<file path="src/rtl/bcd_stopwatch.sv">
// Four-digit BCD stopwatch (0.000 to 9.999 s) with a millisecond prescaler.
// Command priority is clear > stop > start; the count saturates at 9.999 and the block enters OVF.
module bcd_stopwatch #(
    parameter int unsigned TICK_DIV = 50000
) (
    input  logic       clk,
    input  logic       rst,
    input  logic       start,
    input  logic       stop,
    input  logic       clear,
    output logic [3:0] ones,
    output logic [3:0] tenths,
    output logic [3:0] hundreths,
    output logic [3:0] thousandths,
    output logic       running,
    output logic       overflow
);

    localparam int unsigned PW = (TICK_DIV > 1) ? $clog2(TICK_DIV) : 1;

    localparam logic [1:0] IDLE = 2'd0;
    localparam logic [1:0] RUN  = 2'd1;
    localparam logic [1:0] HOLD = 2'd2;
    localparam logic [1:0] OVF  = 2'd3;

    logic [1:0]    state_q, state_d;
    logic [PW-1:0] presc_q, presc_d;
    logic [3:0]    ones_q, ones_d;
    logic [3:0]    tenths_q, tenths_d;
    logic [3:0]    hund_q, hund_d;
    logic [3:0]    thou_q, thou_d;
    logic          running_q, running_d;
    logic          overflow_q, overflow_d;

    logic          tc;
    logic          all_nine;

    assign tc       = (presc_q == PW'(TICK_DIV - 1));
    assign all_nine = (ones_q == 4'd9) && (tenths_q == 4'd9) &&
                      (hund_q == 4'd9) && (thou_q == 4'd9);

    // Next state, prescaler and BCD carry chain
    always_comb begin
        state_d  = state_q;
        presc_d  = presc_q;
        ones_d   = ones_q;
        tenths_d = tenths_q;
        hund_d   = hund_q;
        thou_d   = thou_q;

        if (clear) begin
            state_d  = IDLE;
            presc_d  = '0;
            ones_d   = 4'd0;
            tenths_d = 4'd0;
            hund_d   = 4'd0;
            thou_d   = 4'd0;
        end else begin
            case (state_q)
                IDLE: begin
                    if (start) begin
                        state_d = RUN;
                        presc_d = '0;
                    end
                end
                RUN: begin
                    if (stop) begin
                        state_d = HOLD;
                    end else if (tc) begin
                        presc_d = '0;
                        if (all_nine) begin
                            state_d = OVF;
                        end else if (thou_q != 4'd9) begin
                            thou_d = 4'(thou_q + 4'd1);
                        end else begin
                            thou_d = 4'd0;
                            if (hund_q != 4'd9) begin
                                hund_d = 4'(hund_q + 4'd1);
                            end else begin
                                hund_d = 4'd0;
                                if (tenths_q != 4'd9) begin
                                    tenths_d = 4'(tenths_q + 4'd1);
                                end else begin
                                    tenths_d = 4'd0;
                                    ones_d   = 4'(ones_q + 4'd1);
                                end
                            end
                        end
                    end else begin
                        presc_d = PW'(presc_q + PW'(1));
                    end
                end
                HOLD: begin
                    if (start) begin
                        state_d = RUN;
                    end
                end
                OVF: begin
                    state_d = OVF;
                end
                default: begin
                    state_d = IDLE;
                end
            endcase
        end

        running_d  = (state_d == RUN);
        overflow_d = (state_d == OVF);
    end

    always_ff @(posedge clk or posedge rst) begin
        if (rst) begin
            state_q    <= IDLE;
            presc_q    <= '0;
            ones_q     <= 4'd0;
            tenths_q   <= 4'd0;
            hund_q     <= 4'd0;
            thou_q     <= 4'd0;
            running_q  <= 1'b0;
            overflow_q <= 1'b0;
        end else begin
            state_q    <= state_d;
            presc_q    <= presc_d;
            ones_q     <= ones_d;
            tenths_q   <= tenths_d;
            hund_q     <= hund_d;
            thou_q     <= thou_d;
            running_q  <= running_d;
            overflow_q <= overflow_d;
        end
    end

    assign ones        = ones_q;
    assign tenths      = tenths_q;
    assign hundreths   = hund_q;
    assign thousandths = thou_q;
    assign running     = running_q;
    assign overflow    = overflow_q;

endmodule

</file>
<file path="config.mk">
export PLATFORM = sky130hd
export DESIGN_NAME = bcd_stopwatch
export DESIGN_NICKNAME = d
export VERILOG_FILES = /design/src/rtl/bcd_stopwatch.sv
export SDC_FILE = /design/constraint.sdc
export NUM_CORES = 1
export LEC_CHECK = 0
export CAP_MARGIN = 20
export CORE_MARGIN = 8
export CORE_UTILIZATION = 45
export DETAILED_ROUTE_END_ITERATION = 7
export PLACE_DENSITY = 0.65
export SLEW_MARGIN = 20
export SYNTH_ARGS = -nofsm -noshare
export SYNTH_HDL_FRONTEND = slang
export SYNTH_SLANG_ARGS = --single-unit
</file>
<file path="constraint.sdc">
create_clock -name clk -period 3 [get_ports clk]
set_clock_uncertainty 0.15 [all_clocks]
set_input_delay 0.6 -clock clk [delete_from_list [all_inputs] [get_ports clk]]
set_output_delay 0.6 -clock clk [all_outputs]
set_load 0.02 [all_outputs]
</file>
-- Yosys cells after proc, flatten, opt, wreduce, memory -nomap -nowiden
Cells that the tools add are included.
- $add $sub $neg: 5
- equality and inequality tests: 20
- multiplexer cells: 40
- reductions and logical operators: 13
- operators with widths (kind ; number):
    $mux 4 ; 29
    $mux 16 ; 4
    $pmux 16 s2 ; 1
    $add 16x1->16 const B ; 1
    $add 4x1->4 const B ; 4
    $eq 16x16->1 const B ; 1
    $eq 4x4->1 const B ; 4
    $ne 4x4->1 const B ; 3
    $mux 2 ; 5
    $ne 2x2->1 const B ; 4
    $reduce_and 7->1 ; 1
    $eq 2x2->1 const B ; 3
    $ne 3x3->1 const B ; 2
    $pmux 2 s3 ; 1
    $reduce_and 6->1 ; 1
    $reduce_and 5->1 ; 1
    $eq 2x1->1 const B ; 2
    $reduce_and 4->1 ; 1
    $reduce_bool 2->1 ; 2
    $logic_and 1x1->1 ; 3
    $reduce_and 3->1 ; 1
    $reduce_bool 3->1 ; 1
    $logic_not 2->1 ; 1
    $ne 2x1->1 const B ; 1
    $reduce_or 2->1 ; 1
- bits in registers: 36
- input port bits: 5
- output and inout port bits: 18
- word-level logic and storage cells: 86

-- Logic depth before layout (Yosys ltp)
- depth in word-level cells: 10
- depth in mapped cells: 9
- mapped depth without buffers: 7

-- Least setup slack after synthesis
No wires, ideal clock.
- kind: register -> register
- start point: register thou_q[0], in the netlist thousandths[0]
- end point: register ones_q[3], in the netlist ones[3]
- library setup time: 0.127 ns
- arrival: 1.880 ns
- data required time: 2.723 ns
- setup slack: 0.842 ns
- cell stages (with the launch flop): 8
- path buffers: 1
- clock period less this slack: 2.158 ns
- cell sequence: dfrtp_1 -> ha_1 -> and3b_1 -> buf_2 -> nand3_1 -> nor4b_4 -> nand4_1 -> mux2_1
- longest elaborated chain between the ends: 4
- elaborated cells on any way between the ends: 6
- classes of those cells: eq/ne: 4; reduce/logical: 2
- RTL lines (what ; RTL line ; source):
    start, declared ; 31 ; logic [3:0] thou_q, thou_d;
    start signal, assigned ; 127 ; thou_q <= thou_d;
    $eq 4x4->1 ; 40 ; (hund_q == 4'd9) && (thou_q == 4'd9);
    $logic_and 1x1->1 ; 40 ;
    $ne 2x2->1 (no source line) ; - ;
    $reduce_and 7->1 (no source line) (*) ; - ;
    end signal, assigned ; 124 ; ones_q <= ones_d;
    end, declared ; 28 ; logic [3:0] ones_q, ones_d;
Mark *: on every way between the ends. The rest lies on a longest branch, timed or not.
A chain may end at the register's enable or synchronous reset.

-- Final worst setup path
- start point: register presc_q[0]
- end point: register thou_q[2], in the netlist thousandths[2]
- longest elaborated chain between the ends: 3
- RTL lines (what ; RTL line ; source):
    start, declared ; 27 ; logic [PW-1:0] presc_q, presc_d;
    start signal, assigned ; 123 ; presc_q <= presc_d;
    $eq 16x16->1 ; 38 ; assign tc = (presc_q == PW'(TICK_DIV - 1));
    $reduce_bool 2->1 (no source line) ; - ;
    $reduce_and 4->1 (no source line) ; - ;
Every way passes these cells.

==> run summary <==
status: complete, no violations
fin nets: 256
Fmax achieved: 413 MHz
syn_nets: 231
Crit Path Max Fanout: 12
commonest non-fill, non-tap cell in the layout: dfrtp_1
Sink Count: 36
Post-Synth Adder-Cell Area: 0.0547
ys flop type: dfrtp_1
mux share of post-synthesis cell area: 0.0109
H-tree depth: 2
Max Buffers Root-to-Sink: 2
initial drt markers: 117
initial antenna violation count: 0
multi-input gate area in the final layout: 0.00107 mm^2
clk_lat worst skew: 0.29 ns
required time worst endpoint: 3.07 ns
Synth Cell Area: 0.00206 mm^2
WS Path Type: flop to flop
area grow syn2layout: 18.2%
arrival time at the worst endpoint: 2.49 ns
Clk network pwr share: 0.390
Total GRT Usage: 0.127
die area: 0.00700 mm^2
fin cells: 295
worst hold-check path type: flop to flop
largest net degree at the start of global routing: 37
Final Hold Viols: 0
Initial Util: 0.470
largest family of logic cells by synthesized area: simple AND/OR/NAND/NOR gates
Seq/Total Area, Yosys: 0.437
Seq. cell area: 901 um^2
# Max-Cap Violations: 0
YS warnings: 0
total congestion overflow: 0
post-synthesis xor/xnor area fraction: 0.0510
Seq pwr share: 0.532
share of layout cells above drive strength 1: 0.0905
most frequent cells in the layout: dfrtp_1, nor2_1, clkdlybuf4s50_1, o21ai_0, a21oi_1
Setup TNS: 0 ns
placer's final routability congestion estimate: 0.775
filler cell count: 408
DR vias/cell: 5.64
Async S/R FF share, synth: 1.00
# hold bufs at CTS: 0
DP Wirelength: 2990 um
Clock Pin Slew Worst Setup and Hold Paths: 0.08 ns
Switching Power: 228 uW
setup violators final: 0
final worst-path cycle share: 0.808
io pins: 23
LEAKAGE: 0.00103 uW
Yosys reg bits: 36
core region area: 0.00438 mm^2
sw frac: 0.246
Post-CTS Resized: 0
clock period minus worst slack: 2.42 ns
Tightest Pin Transition: 0.596 ns
TritonCTS Buffers: 5
CP startpoint kind: flop
Worst slew margin: 0.601
combinational share of power: 0.077
Die Ht: 83.7 um
num rows: 24
PortBufs: 22
Post-Syn Instances: 217
Worst VDD drop: 0.279 mV
Synth Area in Compound Gates: 0.128
syn_area_per_cell: 9.49 um^2
Synth Area in Simple Gates: 0.275
First-pass DRT Iterations: 5
RSZ-0062 raised after global routing: no
Ant. Diodes: 0
Root Buffer: clkbuf_8
vias in the first global route: 1577
DR vias: 1664
Slew Limit Fails: 0
Power Density: 380 mW/mm^2
first-pass GRT wire length: 7530 um
CTS tree: built
Netlist cell types: 44
Die X: 83.7 um
P_int: 698 uW
Core Util, Final: 0.555
Setup crit end kind: flop
number of setup buffers added after CTS: 0
Pwr Total: 926 uW
placed cells: 287
routed len/inst: 14.7 um
number of synthesized flops with an enable pin: 0
Post-route DRC: 0
Detail Route Antenna Nets: 0
Routed WL: 4340 um
-- cells in the mapped netlist (all sizes together), types with 6 or more instances --
| library cell | instances | area share |
|---|---|---|
| inv | 11 | 0.020 |
| or3 | 7 | 0.021 |
| clkbuf | 7 | 0.013 |
| nor2b | 6 | 0.018 |
| a21oi | 14 | 0.034 |
| xor2 | 11 | 0.047 |
| o21ai | 16 | 0.039 |
| nand4 | 7 | 0.024 |
| dfrtp | 36 | 0.44 |
| nand3 | 10 | 0.024 |
| nand2 | 9 | 0.016 |
| nor2 | 23 | 0.042 |
| ha | 9 | 0.055 |
-- final cells by class --
class	count	share of cell area
inverters	11	0.0170
clock inverters	2	0.00411
multi-input cells	160	0.439
flip-flops and latches	36	0.370
clock buffers	6	0.0339
well taps	52	0.0267
repair buffers	28	0.109
-- registers in the layout (all words and copies together) (netlist names) --
name	count
presc_q	16
hundreths	4
ones	4
tenths	4
thousandths	4
state_q	2
overflow	1
running	1
-- kinds of logic (layout without fill, tap and decap cells) --
| family | Yosys count | after routing |
|---|---|---|
| AO/OA/AOI/OAI | 44 | 44 |
| XOR/XNOR | 12 | 12 |
| multiplexers | 2 | 2 |
| adder cells (fa/ha/maj) | 9 | 9 |
| flip-flops | 36 | 36 |
| buffers and inverters | 21 | 47 |
| AND/OR/NAND/NOR | 93 | 93 |
-- stage by stage --
| step | worst slack (ns) | hold WS (ns) | area, um^2 |
|---|---|---|---|
| finish | 0.577 | 0.365 | 2430 |
| CTS | 0.563 | 0.366 | 2430 |
| floorplan | 0.842 | 0.308 | 2060 |
| global route | 0.344 | 0.388 | 2430 |
| detailed placement | 0.429 | 0.352 | 2340 |
| global placement | 0.471 | 0.348 | 2340 |
-- worst max-delay path: stages, from the launching register on --
cell and delay (ns):
dfrtp_1 0.38, ha_1 0.19, and3_1 0.21, and4_1 0.42
nand3_1 0.35, or4_1 0.49, a21oi_1 0.16
-- per-layer routing --
metal,up-vias,GRT usage,share of wire
met1,808,0.164,0.50
li1,819,-,-
met4,0,0.0565,0.015
met5,-,0,0
met2,32,0.192,0.44
met3,5,0.0361,0.038
-- power by group through the flow --
stage	Combinational, uW	Clock [uW]	Sequential, uW
final	71.6	361	493
after global routing	80.2	391	493
after CTS	72.4	369	492
after detailed placement	71.7	0	502
after global placement	72.4	0	502
after floorplan	41.2	0	504
-- path summary, 6_finish.rpt --
check | start | end | slack, ns | cells after the start
min | presc_q[14] | presc_q[14] | 0.37 | 1
max | presc_q[0] | thousandths[2] | 0.58 | 6
max reg2reg | presc_q[0] | thousandths[2] | 0.58 | 6
min in group asynchronous | rst | ones[2] | 0.57 | 3
min reg2reg | presc_q[14] | presc_q[14] | 0.37 | 1
max in group asynchronous | rst | presc_q[5] | 1.80 | 3
Note: power is estimated with default switching activity, not from simulation.
